--- config.mk ---
export PLATFORM = sky130hd
export DESIGN_NAME = hdmi_timing
export DESIGN_NICKNAME = d
export VERILOG_FILES = /design/src/rtl/hdmi_timing_pkg.sv /design/src/rtl/hdmi_island_seq.sv /design/src/rtl/hdmi_timing.sv
export SDC_FILE = /design/constraint.sdc
export NUM_CORES = 1
export LEC_CHECK = 0
export CORE_UTILIZATION = 45
export CTS_CLUSTER_SIZE = 30
export DETAILED_ROUTE_END_ITERATION = 10
export PLACE_DENSITY = 0.69
export SETUP_SLACK_MARGIN = 0.5
export SLEW_MARGIN = 25
export SYNTH_ARGS = -nofsm -noshare
export SYNTH_HDL_FRONTEND = slang
export SYNTH_HIERARCHICAL = 1
export SYNTH_SLANG_ARGS = --single-unit
--- constraint.sdc ---
create_clock -name clk -period 2.6 [get_ports clk]
set_input_delay 0.52 -clock clk [delete_from_list [all_inputs] [get_ports clk]]
set_output_delay 0.52 -clock clk [all_outputs]
set_load 0.01 [all_outputs]
--- src/rtl/hdmi_timing_pkg.sv ---
// Shared period codes, control-symbol constants and island/preamble lengths
// for the HDMI timing generator and its island sequencer.
package hdmi_timing_pkg;

  typedef enum logic [2:0] {
    P_CONTROL         = 3'd0,
    P_VID_PRE         = 3'd1,
    P_VID_GUARD       = 3'd2,
    P_VID_ACTIVE      = 3'd3,
    P_ISL_PRE         = 3'd4,
    P_ISL_GUARD_LEAD  = 3'd5,
    P_ISL_DATA        = 3'd6,
    P_ISL_GUARD_TRAIL = 3'd7
  } period_e;

  localparam logic [3:0] CTL_NONE   = 4'b0000;
  localparam logic [3:0] CTL_VIDEO  = 4'b0001;
  localparam logic [3:0] CTL_ISLAND = 4'b0101;

  localparam int PREAMBLE_LEN  = 8;
  localparam int GUARD_LEN     = 2;
  localparam int PACKET_LEN    = 32;
  // Minimum control pixels that must surround an island within a line.
  localparam int ISLAND_MARGIN = 12;

  function automatic logic [3:0] ctl_for(input period_e p);
    case (p)
      P_VID_PRE: ctl_for = CTL_VIDEO;
      P_ISL_PRE: ctl_for = CTL_ISLAND;
      default:   ctl_for = CTL_NONE;
    endcase
  endfunction

endpackage

--- src/rtl/hdmi_island_seq.sv ---
// Data-island sequencer: after a start strobe walks preamble, leading guard,
// packet data and trailing guard, presenting the period code and pixel index.
module hdmi_island_seq
  import hdmi_timing_pkg::*;
#(
  parameter int ISLAND_PACKETS = 1
) (
  input  logic    clk,
  input  logic    reset,
  input  logic    start,
  output period_e period,
  output logic [5:0] index
);

  localparam int DATA_LEN = PACKET_LEN * ISLAND_PACKETS;

  typedef enum logic [2:0] {
    S_IDLE        = 3'd0,
    S_PRE         = 3'd1,
    S_GUARD_LEAD  = 3'd2,
    S_DATA        = 3'd3,
    S_GUARD_TRAIL = 3'd4
  } state_e;

  state_e     state_r;
  logic [6:0] cnt_r;
  period_e    period_r;
  logic [5:0] index_r;

  // Island state machine; period and index are registered with the state.
  always_ff @(posedge clk) begin
    if (!reset) begin
      state_r  <= S_IDLE;
      cnt_r    <= 7'd0;
      period_r <= P_CONTROL;
      index_r  <= 6'd0;
    end else begin
      case (state_r)
        S_IDLE: begin
          cnt_r   <= 7'd0;
          index_r <= 6'd0;
          if (start) begin
            state_r  <= S_PRE;
            period_r <= P_ISL_PRE;
          end else begin
            state_r  <= S_IDLE;
            period_r <= P_CONTROL;
          end
        end
        S_PRE: begin
          if (cnt_r == 7'(PREAMBLE_LEN - 1)) begin
            state_r  <= S_GUARD_LEAD;
            period_r <= P_ISL_GUARD_LEAD;
            cnt_r    <= 7'd0;
          end else begin
            cnt_r <= cnt_r + 7'd1;
          end
        end
        S_GUARD_LEAD: begin
          if (cnt_r == 7'(GUARD_LEN - 1)) begin
            state_r  <= S_DATA;
            period_r <= P_ISL_DATA;
            cnt_r    <= 7'd0;
            index_r  <= 6'd0;
          end else begin
            cnt_r <= cnt_r + 7'd1;
          end
        end
        S_DATA: begin
          if (cnt_r == 7'(DATA_LEN - 1)) begin
            state_r  <= S_GUARD_TRAIL;
            period_r <= P_ISL_GUARD_TRAIL;
            cnt_r    <= 7'd0;
            index_r  <= 6'd0;
          end else begin
            cnt_r   <= cnt_r + 7'd1;
            index_r <= 6'(cnt_r + 7'd1);
          end
        end
        S_GUARD_TRAIL: begin
          if (cnt_r == 7'(GUARD_LEN - 1)) begin
            state_r  <= S_IDLE;
            period_r <= P_CONTROL;
            cnt_r    <= 7'd0;
          end else begin
            cnt_r <= cnt_r + 7'd1;
          end
        end
        default: begin
          state_r  <= S_IDLE;
          period_r <= P_CONTROL;
          cnt_r    <= 7'd0;
          index_r  <= 6'd0;
        end
      endcase
    end
  end

  assign period = period_r;
  assign index  = index_r;

endmodule

--- src/rtl/hdmi_timing.sv ---
// Parametrised HDMI/DVI timing generator: beam position, blanking, syncs and
// HDMI period sequencing including requested data islands.
module hdmi_timing
  import hdmi_timing_pkg::*;
#(
  parameter int H_IMAGE        = 720,
  parameter int H_FRONT        = 16,
  parameter int H_SYNC         = 62,
  parameter int H_BACK         = 60,
  parameter int V_IMAGE        = 480,
  parameter int V_FRONT        = 9,
  parameter int V_SYNC         = 6,
  parameter int V_BACK         = 30,
  parameter int H_INVERT       = 1,
  parameter int V_INVERT       = 1,
  parameter int HDMI_MODE      = 1,
  parameter int ISLAND_OFFSET  = 12,
  parameter int ISLAND_PACKETS = 1,
  parameter int POS_BITS       = 10
) (
  input  logic                clk,
  input  logic                reset,
  input  logic                island_req,
  output logic [POS_BITS-1:0] hpos,
  output logic [POS_BITS-1:0] vpos,
  output logic                in_hblank,
  output logic                in_vblank,
  output logic                in_image,
  output logic                hsync,
  output logic                vsync,
  output logic [2:0]          period,
  output logic [3:0]          ctl,
  output logic                island_ack,
  output logic [5:0]          island_index,
  output logic                frame_start
);

  localparam int WIDTH  = H_IMAGE + H_FRONT + H_SYNC + H_BACK;
  localparam int HEIGHT = V_IMAGE + V_FRONT + V_SYNC + V_BACK;
  localparam int VID_LEAD = PREAMBLE_LEN + GUARD_LEN;

  localparam logic [POS_BITS-1:0] POS_ZERO  = POS_BITS'(0);
  localparam logic [POS_BITS-1:0] POS_ONE   = POS_BITS'(1);
  localparam logic [POS_BITS-1:0] H_IMG     = POS_BITS'(H_IMAGE);
  localparam logic [POS_BITS-1:0] H_RST_CNT = POS_BITS'(H_IMAGE + 1);
  localparam logic [POS_BITS-1:0] H_LAST    = POS_BITS'(WIDTH - 1);
  localparam logic [POS_BITS-1:0] HS_START  = POS_BITS'(H_IMAGE + H_FRONT);
  localparam logic [POS_BITS-1:0] HS_END    = POS_BITS'(H_IMAGE + H_FRONT + H_SYNC);
  localparam logic [POS_BITS-1:0] VPRE_AT   = POS_BITS'(WIDTH - VID_LEAD);
  localparam logic [POS_BITS-1:0] VGRD_AT   = POS_BITS'(WIDTH - GUARD_LEN);
  localparam logic [POS_BITS-1:0] ISL_AT    = POS_BITS'(H_IMAGE + ISLAND_OFFSET - 1);
  localparam logic [POS_BITS-1:0] V_IMG     = POS_BITS'(V_IMAGE);
  localparam logic [POS_BITS-1:0] V_IMG_M1  = POS_BITS'(V_IMAGE - 1);
  localparam logic [POS_BITS-1:0] V_LAST    = POS_BITS'(HEIGHT - 1);
  localparam logic [POS_BITS-1:0] VS_START  = POS_BITS'(V_IMAGE + V_FRONT);
  localparam logic [POS_BITS-1:0] VS_END    = POS_BITS'(V_IMAGE + V_FRONT + V_SYNC);
  localparam bit H_INV   = (H_INVERT != 0);
  localparam bit V_INV   = (V_INVERT != 0);
  localparam bit HDMI_EN = (HDMI_MODE != 0);

  if (H_IMAGE + ISLAND_OFFSET + ISLAND_MARGIN + PACKET_LEN * ISLAND_PACKETS
      + ISLAND_MARGIN > WIDTH - VID_LEAD) begin : g_chk_fit
    $error("hdmi_timing: island does not leave 12 control pixels before video preamble");
  end
  if (ISLAND_OFFSET < 4) begin : g_chk_offset
    $error("hdmi_timing: ISLAND_OFFSET must be at least 4");
  end
  if (ISLAND_PACKETS < 1 || ISLAND_PACKETS > 2) begin : g_chk_packets
    $error("hdmi_timing: ISLAND_PACKETS must be 1 or 2");
  end
  if (WIDTH > (1 << POS_BITS) || HEIGHT > (1 << POS_BITS)) begin : g_chk_bits
    $error("hdmi_timing: POS_BITS too narrow for the frame");
  end

  // h_cnt_r/v_cnt_r run one pixel ahead of hpos/vpos so every output is a
  // registered decode of the position it is presented with.
  logic [POS_BITS-1:0] h_cnt_r, v_cnt_r, h_next_s, v_next_s;
  logic                h_last_s, v_last_s;
  logic                hblank_s, vblank_s, image_s, hs_act_s, vs_act_s, next_active_s;
  logic                isl_start_s;
  period_e             vid_period_s, period_s, isl_period_s;
  logic [5:0]          isl_index_s;

  logic [POS_BITS-1:0] hpos_r, vpos_r;
  logic                hblank_r, vblank_r, image_r, hsync_r, vsync_r;
  period_e             period_r;
  logic [3:0]          ctl_r;
  logic                ack_r, frame_start_r;
  logic [5:0]          index_r;

  hdmi_island_seq #(
    .ISLAND_PACKETS(ISLAND_PACKETS)
  ) u_island_seq (
    .clk   (clk),
    .reset (reset),
    .start (isl_start_s),
    .period(isl_period_s),
    .index (isl_index_s)
  );

  // Position counter advance with horizontal and vertical wrap.
  always_comb begin
    h_last_s = (h_cnt_r == H_LAST);
    v_last_s = (v_cnt_r == V_LAST);
    if (h_last_s) begin
      h_next_s = POS_ZERO;
      if (v_last_s) begin
        v_next_s = POS_ZERO;
      end else begin
        v_next_s = v_cnt_r + POS_ONE;
      end
    end else begin
      h_next_s = h_cnt_r + POS_ONE;
      v_next_s = v_cnt_r;
    end
  end

  // Blanking, sync and period decode of the leading position.
  always_comb begin
    hblank_s      = (h_cnt_r >= H_IMG);
    vblank_s      = (v_cnt_r >= V_IMG);
    image_s       = !hblank_s && !vblank_s;
    hs_act_s      = (h_cnt_r >= HS_START) && (h_cnt_r < HS_END);
    vs_act_s      = (v_cnt_r >= VS_START) && (v_cnt_r < VS_END);
    next_active_s = (v_cnt_r == V_LAST) || (v_cnt_r < V_IMG_M1);
    isl_start_s   = HDMI_EN && island_req && (h_cnt_r == ISL_AT);
    if (image_s) begin
      vid_period_s = P_VID_ACTIVE;
    end else if (HDMI_EN && next_active_s && (h_cnt_r >= VGRD_AT)) begin
      vid_period_s = P_VID_GUARD;
    end else if (HDMI_EN && next_active_s && (h_cnt_r >= VPRE_AT)) begin
      vid_period_s = P_VID_PRE;
    end else begin
      vid_period_s = P_CONTROL;
    end
    // Islands end well before the video preamble, so the two never overlap.
    if (isl_period_s != P_CONTROL) begin
      period_s = isl_period_s;
    end else begin
      period_s = vid_period_s;
    end
  end

  // Position counters and the registered output stage.
  always_ff @(posedge clk) begin
    if (!reset) begin
      h_cnt_r       <= H_RST_CNT;
      v_cnt_r       <= V_LAST;
      hpos_r        <= H_IMG;
      vpos_r        <= V_LAST;
      hblank_r      <= 1'b1;
      vblank_r      <= 1'b1;
      image_r       <= 1'b0;
      hsync_r       <= H_INV;
      vsync_r       <= V_INV;
      period_r      <= P_CONTROL;
      ctl_r         <= CTL_NONE;
      ack_r         <= 1'b0;
      index_r       <= 6'd0;
      frame_start_r <= 1'b0;
    end else begin
      h_cnt_r       <= h_next_s;
      v_cnt_r       <= v_next_s;
      hpos_r        <= h_cnt_r;
      vpos_r        <= v_cnt_r;
      hblank_r      <= hblank_s;
      vblank_r      <= vblank_s;
      image_r       <= image_s;
      hsync_r       <= hs_act_s ^ H_INV;
      vsync_r       <= vs_act_s ^ V_INV;
      period_r      <= period_s;
      ctl_r         <= ctl_for(period_s);
      ack_r         <= isl_start_s;
      index_r       <= isl_index_s;
      frame_start_r <= (h_cnt_r == POS_ZERO) && (v_cnt_r == POS_ZERO);
    end
  end

  assign hpos         = hpos_r;
  assign vpos         = vpos_r;
  assign in_hblank    = hblank_r;
  assign in_vblank    = vblank_r;
  assign in_image     = image_r;
  assign hsync        = hsync_r;
  assign vsync        = vsync_r;
  assign period       = period_r;
  assign ctl          = ctl_r;
  assign island_ack   = ack_r;
  assign island_index = index_r;
  assign frame_start  = frame_start_r;

endmodule

======== Word-level counts from Yosys, hierarchy flattened ========
Cells that the tools add are included.
word-level totals
  memory bits (read-only) ................. 0
  word-level logic and storage cells ...... 95
  input bits .............................. 3
  flip-flop bits (word level) ............. 79
  bits in latches ......................... 0
  memories kept ........................... 0
  RAM bits ................................ 0
  output and inout port bits .............. 40
cells by class
  order comparisons ....................... 9
  muxes and demuxes ....................... 25
  $add $sub $neg .......................... 3
  bitwise operators ....................... 4
  multiply operators ...................... 0
  equal/unequal tests ..................... 16
  divide/modulo/power cells ............... 0
  shift operators ......................... 0
  reductions and logical operators ........ 19
operators by type and width
  kind                                                                     number
  10-bit >= comparator, second input constant                              4
  10-bit == test, second input constant                                    3
  3-bit case mux with 5 select lines                                       2
  3-bit 2-to-1 mux                                                         9
  7-bit 2-to-1 mux                                                         3
  7-bit case mux with 3 select lines                                       1
  10-bit by 1-bit adder with 10-bit output, second input constant          2
  10-bit by 9-bit >= comparator with 1-bit output, second input constant   2
  10-bit zero test                                                         2
  10-bit by 9-bit < comparator with 1-bit output, second input constant    2
  10-bit 2-to-1 mux                                                        2
  6-bit case mux with 3 select lines                                       1
  6-bit 2-to-1 mux                                                         2
  10-bit < comparator, second input constant                               1
  2-bit by 1-bit inequality test with 1-bit output, second input constant  4
  7-bit by 1-bit adder with 7-bit output, second input constant            1
  7-bit by 1-bit == test with 1-bit output, second input constant          1
  7-bit by 3-bit == test with 1-bit output, second input constant          1
  7-bit by 5-bit == test with 1-bit output, second input constant          1
  1-bit logical AND                                                        7
  3-bit by 1-bit == test with 1-bit output, second input constant          2
  3-bit by 2-bit == test with 1-bit output, second input constant          2
  3-bit == test, second input constant                                     2
  3-bit case mux with 2 select lines                                       1
  other kinds (10)                                                         18

======== Logic depth before layout (Yosys ltp) ========
  word-level depth ........................ 9
  depth in mapped cells ................... 8
  mapped depth without buffers ............ 7

======== By module ========
Netlist, hierarchy kept.
by module, submodules not included
  module           area an instance (um2)  cells each  sequential area each (um2)  times used
  hdmi_timing      2321.0                  247         1161.1                      1
  hdmi_island_seq  1018.5                  117         380.4                       1

======== Least setup slack after synthesis ========
OpenSTA, ideal clock, no wires.
  path type ............................... register to register
  start ................................... reg v_cnt_r[0]
  end ..................................... reg v_cnt_r[8]
  path buffers ............................ 1
  stages on the path, launching flop included .. 8
  setup time .............................. 0.070 ns
  slack ................................... 0.792 ns
  period minus slack after synthesis ...... 1.808 ns
  required time ........................... 2.530 ns
  data arrival time ....................... 1.738 ns
  cells stage by stage .................... dfxtp_1 -> inv_1 -> ha_1 -> nor4b_2 -> and3_1 -> buf_6 -> or4_1 -> a21oi_1
between the ends
  longest elaborated chain between the ends .. 2
  elaborated cells between the ends (all ways) .. 3
  classes of those cells .................. add/sub: 1; eq/ne: 1; mux: 1
RTL lines
  what                                                                        RTL line                                text
  start, declared                                                             hdmi_timing.sv:77                       logic [POS_BITS-1:0] h_cnt_r, v_cnt_r, h_next_s, v_next_s;
  start signal, assigned                                                      hdmi_timing.sv:163                      v_cnt_r <= v_next_s;
  10-bit by 1-bit adder with 10-bit output or 10-bit == test (tied branches)  hdmi_timing.sv:110, hdmi_timing.sv:104
  10-bit 2-to-1 mux (*)                                                       hdmi_timing.sv:107                      if (v_last_s) begin
Every way passes the cells marked *; elsewhere a longest branch is shown, timed or not.
A chain may end at the register's enable or synchronous reset.

======== Worst setup path in the final report ========
  start ................................... reg v_cnt_r[1]
  end ..................................... reg v_cnt_r[5]
Same word-level chain as after synthesis.

==> flow_summary.yaml <==
sta:
  fmax_ghz: 0.523
  hold_slack_ps: 469
  maxSlewHeadroom: 0.662
  worstMarginPinSlew_ps: 506
  skew_ps: 9.75
  maxSlewViolCount: 0
  tns_ps: 0
  period_needed_ps: 1910
  final.period_utilization: 0.736
  rsz0062_at_grt: "no"
  final-hold-violation-count: 0
  setup_slack_ps: 688
  finalSetupViolations: 0
layout:
  nets: 408
  antenna_cells: 0
  synthToLayoutAreaGrowth_pct: 20.3
  final_cell_area_mm2: 0.00402
  drive_gt1_frac: 0.0825
  utilization: 0.557
  num-fill-cells: 680
cts:
  clkTransAtPathRegs_ps: 80
  cts_buffers: 9
  htree_levels: 3
  cts_tree: "built"
  clock-sinks: 77
  clk_latency_ps: 350
  cts_hold_buf: 0
  cts_buffer_depth: 2
  cts_root_buf: "clkbuf_8"
worst_setup_path:
  endpoint: "v_cnt_r[5]"
  required_ps: 2860
  cp-start-kind: "register"
  arrival_ps: 2170
  crit_type: "reg2reg"
  reg2reg_depth: 6
  worstReg2RegStart: "v_cnt_r[1]"
  ff2ff_setup_slack_ps: 690
  r2r-end: "v_cnt_r[5]"
  worstSetupEndpointType: "register"
  startpoint: "v_cnt_r[1]"
  cp_max_fo: 7
logic_synthesis:
  synth-seq-cells: 77
  synth-edff-count: 0
  postSynthAreaPerCell_um2: 9.17
  yosys.area_share.adder: 0.0337
  synthCells: 364
  synth_ff_type: "dfxtp_1"
  synth_top_area_share: 0.462
  ys_types: 62
  synthXorXnorAreaFrac: 0.0341
  yosys.area_share.simple: 0.259
  yosys_warnings: 6
  async_flop_share: 0
  synth_common_cells: "77 x dfxtp_1, 39 x nor2_1, 21 x nand2_1"
  syn_area_mm2: 0.00334
  synthMuxAreaShare: 0
  synth-compound-area-share: 0.148
  yosysSeqAreaShare: 0.462
  synth_area_leader_cell: "dfxtp_1"
  synth_top_family_by_area: "simple AND/OR/NAND/NOR gates"
  yosysMostFrequentCell: "dfxtp_1"
  yosys-top-cells-area: "dfxtp_1 46%, nor2_1 4.4%, ha_1 3.4%"
global_routing:
  grt_max_degree: 25
  overflow: 0
  grt_usage: 0.193
  antenna_found_initial: 0
  grt_pass1_vias: 2374
  grt_pass1_wl_um: 11500
floorplanning:
  pin_count: 43
  die_w_um: 88.1
  placementRows: 31
  dieHeight_um: 88.1
  dieArea_mm2: 0.00777
  start_util: 0.463
  coreArea_mm2: 0.00721
pwr:
  internal_power_uw: 1970
  powerDensity_mw_per_mm2: 607
  power_frac_seq: 0.493
  p_sw_frac: 0.192
  clockPowerShare: 0.482
  switchingPower_uw: 469
  leakagePower_uw: 0.00148
  p_comb_frac: 0.025
  irDropWorstVdd_mv: 0.225
route:
  wl_met3_um: 331
  wirelength_met1_um: 3330
  detail-route-antenna-nets: 0
  wl_met2_um: 3070
  drc: 0
  drt_iter0_markers: 176
  routed.top_layer: "met4"
  totalWireLength_um: 6810
  wl_per_cell_um: 13.7
  dr_total_vias: 2641
  detail_route.vias_per_cell: 5.29
  dr.pass1.iters: 4
flow_run:
  drv_cap: 0
place:
  gp_congestion: 0.861
  place_area_mm2: 0.00375
  portBuffers: 40
  place_ws_ps: 380
  hpwl_um: 4900
run_status:
  outcome: "finished, final reports clean"
hold_path:
  min_path_type: "reg2reg"
  hold_path_depth: 1
[stage by stage]
step                      std cells  total power [µW]
after CTS                       499              2460
after floorplan                 365              1270
after global placement          484              1290
after detailed placement        484              1290
final                           499              2440
after global routing            499              2520
[timing repair]
| action | in CTS | in global routing |
|---|---|---|
| resized for setup | 0 | 1 |
| setup buffers | 0 | 0 |
| setup endpoints to repair | 0 | 1 |
[area by class of cell]
| type | count | area (µm²) | share of cell area |
|---|---|---|---|
| Sequential cell | 77 | 1540 | 0.384 |
| Inverter | 20 | 75.1 | 0.0187 |
| Clock buffer | 11 | 141 | 0.0352 |
| Multi-Input combinational cell | 245 | 1590 | 0.396 |
| Timing Repair Buffer | 43 | 423 | 0.105 |
| Tap cell | 99 | 124 | 0.0308 |
| Clock inverter | 4 | 120 | 0.0299 |
[cells by family (layout without fill, tap and decap cells)]
kind of cell               count (synthesis)  in the layout
AOI/OAI and AO/OA                         67             67
xor gates and xnor gates                  13             13
adders and majority gates                  9              9
buffers and inverters                     43             78
DFF                                       77             77
other                                      1              2
and+or+nand+nor                          154            154
[metal layers]
metal / vias up / track usage
met5: - / 0
met4: 0 / 0.0748
met3: 7 / 0.0471
met2: 67 / 0.286
met1: 1237 / 0.270
li1: 1330 / -
[placed cells by master (no fill, tap or decap), types with 3 or more instances in the layout]
cell / count
nand2b_1: 7
nor2_1: 39
a31oi_1: 4
nor3_1: 7
o22ai_1: 5
dfxtp_1: 76
clkbuf_8: 10
a21oi_1: 11
buf_4: 3
o21ai_1: 8
nand3_1: 18
clkdlybuf4s50_1: 40
a211oi_1: 6
bufinv_16: 4
inv_1: 20
and3_1: 12
xor2_1: 8
nand4_1: 9
o21ai_0: 9
nand2_1: 21
xnor2_1: 5
and2_1: 16
ha_1: 9
[flip-flops by register name, summed over array words and instances (netlist names)]
name / cells
in_vblank: 1
hsync: 1
frame_start: 1
vpos: 10
u_island_seq/state_r: 3
in_image: 1
in_hblank: 1
island_index: 6
ctl: 2
island_ack: 1
u_island_seq/cnt_r: 7
hpos: 10
u_island_seq/index: 6
u_island_seq/period: 3
vsync: 1
h_cnt_r: 10
period: 3
v_cnt_r: 10
[how the worst min path moves through the flow]
stage	from	to	slack [ps]
floorplan	u_island_seq/index[2]	u_island_seq/index[2]	430
global placement	u_island_seq/index[2]	island_index[2]	460
detailed placement	u_island_seq/index[0]	island_index[0]	460
CTS	u_island_seq/index[0]	island_index[0]	480
global route	u_island_seq/index[5]	u_island_seq/index[5]	490
finish	u_island_seq/index[0]	island_index[0]	470
[power by group through the flow]
stage / combinational [µW] / clock (µW) / sequential, µW
after floorplan: 48.3 / 0 / 1230
after global placement: 60.8 / 0 / 1230
after detailed placement: 61.4 / 0 / 1230
after CTS: 61.6 / 1200 / 1200
after global routing: 69.5 / 1240 / 1200
final: 60.9 / 1180 / 1200
[critical path, cell delays in order (launching register included)]
cell	delay, ps
dfxtp_1	410
inv_1	120
ha_1	200
nor4b_2	170
and3_1	270
or3_1	430
a211oi_1	240
(Power assumes the default switching activity.)
